**src/rtl/fetch_unit_if.sv**
```systemverilog
// Fetch-stage port bundle: instruction-memory req/ack handshake, hazard/redirect
// controls and the head-of-queue outputs; FETCH_STATS_EN adds the statistics counters.
interface fetch_unit_if;
  logic        stall;
  logic        redirect_valid;
  logic [31:0] redirect_pc;
  logic        imem_req;
  logic [31:0] imem_addr;
  logic        imem_ack;
  logic [31:0] imem_rdata;
  logic [31:0] instruction;
  logic [31:0] outPC;
  logic        valid;
`ifdef FETCH_STATS_EN
  logic [31:0] stall_cycles;
  logic [31:0] flush_count;

  modport master (
    input  stall, redirect_valid, redirect_pc, imem_ack, imem_rdata,
    output imem_req, imem_addr, instruction, outPC, valid, stall_cycles, flush_count
  );
  modport slave (
    output stall, redirect_valid, redirect_pc, imem_ack, imem_rdata,
    input  imem_req, imem_addr, instruction, outPC, valid, stall_cycles, flush_count
  );
`else
  modport master (
    input  stall, redirect_valid, redirect_pc, imem_ack, imem_rdata,
    output imem_req, imem_addr, instruction, outPC, valid
  );
  modport slave (
    output stall, redirect_valid, redirect_pc, imem_ack, imem_rdata,
    input  imem_req, imem_addr, instruction, outPC, valid
  );
`endif
endinterface

```
**src/rtl/fetch_unit.sv**
```systemverilog
// Instruction fetch stage: owns the fetch PC, runs a single-outstanding req/ack to
// instruction memory and buffers words in a prefetch queue. Optional: FETCH_STATS_EN.
//
// state  | meaning
// S_IDLE | no request outstanding; a new one may issue at fpc
// S_WAIT | request at areg accepted, waiting for its ack
// S_DROP | request at areg outstanding but flushed by a redirect; its data is dropped
module fetch_unit #(
  parameter logic [31:0] RESET_PC = 32'h0000_0000,
  parameter int unsigned DEPTH    = 4
) (
  input logic          clk,
  input logic          reset,
  fetch_unit_if.master bus
);
  localparam int unsigned   AW   = $clog2(DEPTH);
  localparam int unsigned   CW   = $clog2(DEPTH + 1);
  localparam logic [CW-1:0] FULL = CW'(DEPTH);

  typedef enum logic [1:0] {S_IDLE, S_WAIT, S_DROP} fstate_t;

  fstate_t       state, state_nx;
  logic [31:0]   fpc, fpc_nx;
  logic [31:0]   areg, areg_nx;
  logic [31:0]   pc_q   [DEPTH];
  logic [31:0]   word_q [DEPTH];
  logic [AW-1:0] rd_ptr, wr_ptr;
  logic [CW-1:0] count;
  logic          inflight, has_room, req, acked, push, pop, head_valid, redirect;
  logic [31:0]   addr;

  assign redirect   = bus.redirect_valid;
  assign inflight   = (state != S_IDLE);
  assign has_room   = (count < FULL);
  assign head_valid = (count != '0);

  // Held low during reset so a half-finished handshake is abandoned at once.
  assign req   = ~reset & (inflight | (has_room & ~redirect));
  assign addr  = inflight ? areg : fpc;
  assign acked = req & bus.imem_ack;
  assign pop   = head_valid & ~bus.stall & ~redirect;

  always_ff @(posedge clk or posedge reset) begin
    if (reset) begin
      state <= S_IDLE;
      fpc   <= RESET_PC;
      areg  <= RESET_PC;
    end else begin
      state <= state_nx;
      fpc   <= fpc_nx;
      areg  <= areg_nx;
    end
  end

  always_comb begin
    state_nx = state;
    fpc_nx   = fpc;
    areg_nx  = areg;
    push     = 1'b0;
    case (state)
      S_IDLE: begin
        if (req) begin
          if (acked) begin
            push   = 1'b1;
            fpc_nx = addr + 32'd4;
          end else begin
            state_nx = S_WAIT;
            areg_nx  = fpc;
          end
        end
      end
      S_WAIT: begin
        if (acked) begin
          state_nx = S_IDLE;
          push     = 1'b1;
          fpc_nx   = addr + 32'd4;
        end else if (redirect) begin
          state_nx = S_DROP;
        end
      end
      S_DROP: begin
        if (acked) state_nx = S_IDLE;
      end
      default: state_nx = S_IDLE;
    endcase
    // A redirect overrides any push and retargets the fetch PC.
    if (redirect) begin
      push   = 1'b0;
      fpc_nx = bus.redirect_pc & ~32'd3;
    end
  end

  always_ff @(posedge clk or posedge reset) begin
    if (reset) begin
      rd_ptr <= '0;
      wr_ptr <= '0;
      count  <= '0;
    end else if (redirect) begin
      rd_ptr <= '0;
      wr_ptr <= '0;
      count  <= '0;
    end else begin
      if (push) wr_ptr <= wr_ptr + AW'(1);
      if (pop)  rd_ptr <= rd_ptr + AW'(1);
      if (push && !pop)      count <= count + CW'(1);
      else if (pop && !push) count <= count - CW'(1);
    end
  end

  always_ff @(posedge clk) begin
    if (push) begin
      pc_q[wr_ptr]   <= addr;
      word_q[wr_ptr] <= bus.imem_rdata;
    end
  end

  assign bus.imem_req    = req;
  assign bus.imem_addr   = addr;
  assign bus.valid       = head_valid;
  assign bus.instruction = head_valid ? word_q[rd_ptr] : 32'h0000_0000;
  assign bus.outPC       = head_valid ? pc_q[rd_ptr] : 32'h0000_0000;

`ifdef FETCH_STATS_EN
  logic [31:0] stall_cnt, flush_cnt;

  always_ff @(posedge clk or posedge reset) begin
    if (reset) begin
      stall_cnt <= '0;
      flush_cnt <= '0;
    end else begin
      if (head_valid && bus.stall) stall_cnt <= stall_cnt + 32'd1;
      if (redirect)                flush_cnt <= flush_cnt + 32'd1;
    end
  end

  assign bus.stall_cycles = stall_cnt;
  assign bus.flush_count  = flush_cnt;
`endif
endmodule

```
**src/flat_wrapper.sv**
```systemverilog
// flat-port wrapper written by rule: the top's interface ports become plain ports
module fetch_unit_flat 
#(
  parameter logic [31:0] RESET_PC = 32'h0000_0000,
  parameter int unsigned DEPTH    = 4
)
  (clk, reset, bus_stall, bus_redirect_valid, bus_redirect_pc, bus_imem_ack, bus_imem_rdata, bus_imem_req, bus_imem_addr, bus_instruction, bus_outPC, bus_valid);
  fetch_unit_if bus_i ();
  input logic clk;
  input logic reset;
  input wire logic [$bits(bus_i.stall)-1:0] bus_stall;
  input wire logic [$bits(bus_i.redirect_valid)-1:0] bus_redirect_valid;
  input wire logic [$bits(bus_i.redirect_pc)-1:0] bus_redirect_pc;
  input wire logic [$bits(bus_i.imem_ack)-1:0] bus_imem_ack;
  input wire logic [$bits(bus_i.imem_rdata)-1:0] bus_imem_rdata;
  output wire logic [$bits(bus_i.imem_req)-1:0] bus_imem_req;
  output wire logic [$bits(bus_i.imem_addr)-1:0] bus_imem_addr;
  output wire logic [$bits(bus_i.instruction)-1:0] bus_instruction;
  output wire logic [$bits(bus_i.outPC)-1:0] bus_outPC;
  output wire logic [$bits(bus_i.valid)-1:0] bus_valid;
  assign bus_i.stall = bus_stall;
  assign bus_i.redirect_valid = bus_redirect_valid;
  assign bus_i.redirect_pc = bus_redirect_pc;
  assign bus_i.imem_ack = bus_imem_ack;
  assign bus_i.imem_rdata = bus_imem_rdata;
  assign bus_imem_req = bus_i.imem_req;
  assign bus_imem_addr = bus_i.imem_addr;
  assign bus_instruction = bus_i.instruction;
  assign bus_outPC = bus_i.outPC;
  assign bus_valid = bus_i.valid;
  fetch_unit #(.RESET_PC(RESET_PC), .DEPTH(DEPTH)) u_core (.clk(clk), .reset(reset), .bus(bus_i));
endmodule
```
**config.mk**
```make
export PLATFORM = sky130hd
export DESIGN_NAME = fetch_unit_flat
export DESIGN_NICKNAME = d
export VERILOG_FILES = /design/src/rtl/fetch_unit_if.sv /design/src/rtl/fetch_unit.sv /design/src/flat_wrapper.sv
export SDC_FILE = /design/constraint.sdc
export NUM_CORES = 1
export LEC_CHECK = 0
export BUFFER_PORTS_ARGS = -buffer_cell sky130_fd_sc_hd__buf_2
export CELL_PAD_IN_SITES_DETAIL_PLACEMENT = 1
export CELL_PAD_IN_SITES_GLOBAL_PLACEMENT = 1
export CORE_MARGIN = 1
export CORE_UTILIZATION = 40
export DETAILED_ROUTE_END_ITERATION = 12
export PLACE_DENSITY_LB_ADDON = 0.1
export SKIP_LAST_GASP = 1
export SLEW_MARGIN = 10
export SYNTH_ARGS = -nofsm -noshare
export SYNTH_HDL_FRONTEND = slang
export SYNTH_SLANG_ARGS = --single-unit
```
**constraint.sdc**
```tcl
create_clock -name clk -period 3.74 [get_ports clk]
set_input_delay 0.187 -clock clk [delete_from_list [all_inputs] [get_ports clk]]
set_output_delay 0.187 -clock clk [all_outputs]
set_load 0.1 [all_outputs]
```
==> flow_summary.ini <==
[synth]
synth_seq_area_share_pct = 67.7
synth.most_common_cell = edfxtp_1
yosys.area.top_type_share_pct = 54.7
synth_edf_count = 256
ys_async_sr_fraction_pct = 22.2
yosysWarnings = 0
syn_avg_cell_area_um2 = 15.6
synth_top_cells_by_area = edfxtp_1 55%, dfrtp_1 13%, mux4_2 10%
yosys_most_used_dff = edfxtp_1
synth-seq-cells = 329
synth.distinct_cells = 59
netlist_area_um2 = 14100
synthCells = 901
post-synth-top-area-cell = edfxtp_1
synthTopCellsByCount = 256 x edfxtp_1, 104 x nand2_1, 73 x dfrtp_1, 65 x and2_1, 64 x mux4_2
synthesis.nets = 976

[worst_hold_path]
hold_path.startpoint = bus_redirect_pc[26]
hp-class = in2reg
min_to = u_core.fpc[26]
min_delay_path_depth = 4

[floorplanning]
ios = 167
die_w_um = 190
dieArea_um2 = 35900
initial_core_util_pct = 40.7
coreArea_um2 = 34500
dieHeight_um = 190
num_rows = 68

[outcome]
status = finished clean

[clocking]
h-tree-depth = 2
clock_sinks = 329
cts_buffers = 37
root_buffer = clkbuf_16
cts_resized = 0
clk_pin_slew_ns = 0.06
cts_tree = done
clockBufferDepth = 3
clk_latency_ns = 0.52

[critical_path]
r2r_start = u_core.state[1]
reg2regPathDepth = 9
regToRegSetupSlack_ns = 0.65
cp-start-kind = flop
crit_type = reg2reg
critical_path.endpoint_type = flop
cp_data_arrival_time_ns = 3.49
rr_endpoint = u_core.fpc[22]
cp_data_required_time_ns = 4.14
worst-path-max-fanout = 11

[global_route]
antenna_found_initial = 1
grt_pass1_wl_mm = 54.4
use_met3_pct = 2.65
grt_pass1_vias = 9183
grt_max_degree = 66
use_met2_pct = 32.8
grt_usage_pct = 19.8
globalRouteMet1Util_pct = 28.0
grt-ovfl-total = 0
grt_busiest_layer = met2

[route]
avgViaCountPerCell = 5.27
wl_per_cell_um = 21.3
drtPass1Iterations = 4
drc = 0
ant_nets = 0
vias = 8570
drtIter0Drc = 397
routed_wl_mm = 34.6

[sta]
timing.fmax_mhz = 324
fin_crit_ns = 3.09
clock_skew_ns = 0.0125
finalSetupViolations = 0
fin_crit_sh_pct = 82.6
setup_ws_ns = 0.652
rsz0062_at_grt = false
relSlewSlack_pct = 30.4
hold_viol = 0
worst_pin_slew_ns = 1.04
slew_violations = 0

[cells_and_area]
final-seq-area_um2 = 9520
drive_above_1_share_pct = 31.1
final_nets = 1218
fillCellCount = 3435
syn2layout_area_growth_pct = 24.0
multi_input_area_um2 = 4330
num_antenna_cells = 0

[place]
pre_cts_ws_ns = 0.601
gp_congestion = 0.785
port_buffers = 164
hpwl_mm = 21.3

[job]
drv_cap = 0
==> what timing repair did <==
action	in CTS	in global routing
hold buffers	62	0
buffers inserted	0	0
hold endpoints to repair	174	0
==> per-layer routing <==
layer,share of wire (%),vias to the layer above
met1,47,4424
met3,3.7,39
li1,-,3935
met4,1.5,0
met2,48,172
met5,0,-
==> registers in the layout (all words and copies together) (netlist names) <==
| name | cells |
|---|---|
| u_core.state | 2 |
| u_core.rd_ptr | 2 |
| u_core.fpc | 32 |
| u_core.word_q | 128 |
| u_core.wr_ptr | 2 |
| u_core.count | 3 |
| u_core.areg | 32 |
| u_core.pc_q | 128 |
==> cell families after synthesis <==
family | count (synthesis) | share of synthesized area (%)
and+or+nand+nor | 260 | 9.50
DFF | 329 | 67.7
muxes | 112 | 14.0
adders and majority gates | 6 | 0.587
xor gates and xnor gates | 27 | 1.68
AOI/OAI and AO/OA | 100 | 4.67
buffers and inverters | 67 | 1.89
==> critical path, cell delays in order (launching register included) <==
cell,delay [ns]
dfrtp_1,0.49
or3b_2,0.52
nand2_1,0.20
ha_1,0.26
o211ai_1,0.11
o22ai_1,0.33
and3_1,0.31
nand4_1,0.24
mux2i_1,0.18
a311o_1,0.32
==> cell usage in the layout (no fill, tap or decap), types with 3 or more instances in the layout <==
cell           instances
a211oi_1               3
a21oi_1               22
a222oi_1               3
a31oi_1                4
and2_1                65
and3_1                 8
and3_4                 4
buf_12                 9
buf_2                164
buf_4                 21
bufinv_16              4
clkbuf_1               8
clkbuf_16             37
clkinv_1              11
dfrtp_1               71
dlygate4sd3_1         62
edfxtp_1             256
ha_1                   5
inv_1                 11
mux2_2                39
mux2i_1                8
mux4_2                64
nand2_1              103
nand3_1                9
nand4_1                9
nor2_1                26
nor3_1                10
o211ai_1              14
o21a_1                 4
o21ai_0               25
o221ai_1               6
o22ai_1                5
or4bb_1                5
xnor2_1               17
xor2_1                10
==> worst max path at each step <==
| stage | start | endpoint | slack [ns] | cells past startpoint |
|---|---|---|---|---|
| after global placement | u_core.state[0] | u_core.fpc[22] | 0.69 | 9 |
| final | u_core.state[1] | u_core.fpc[22] | 0.65 | 9 |
| after CTS | u_core.state[1] | u_core.fpc[22] | 0.59 | 9 |
| after detailed placement | u_core.state[1] | u_core.fpc[22] | 0.60 | 9 |
| after floorplan | u_core.state[0] | u_core.pc_q[0][0] | -0.44 | 5 |
| after global routing | u_core.state[1] | u_core.fpc[26] | 0.42 | 9 |
==> stage by stage <==
step                utilization, %  hold WS [ns]  area, um2  cells  setup TNS, ns
floorplan                        -         0.273      14100    901          -3.98
global placement              45.3         0.276      15600   1497              0
detailed placement            45.3         0.285      15600   1497              0
CTS                           50.5        0.0184      17400   1626              0
global route                  50.5        0.0503      17400   1626              0
finish                        50.5        0.0259      17400   1626              0
==> area by class of cell <==
cell class | instances | share of cell area (%)
Clock buffer | 47 | 5.64
Clock inverter | 20 | 1.15
Inverter | 14 | 0.301
Multi-Input combinational cell | 505 | 24.9
Sequential cell | 329 | 54.6
Tap cell | 455 | 3.26
Timing Repair Buffer | 256 | 10.2
Power is left out: the tool's default activity adds up to more than one toggle a clock period on the data nets, which glitch-free logic cannot reach.
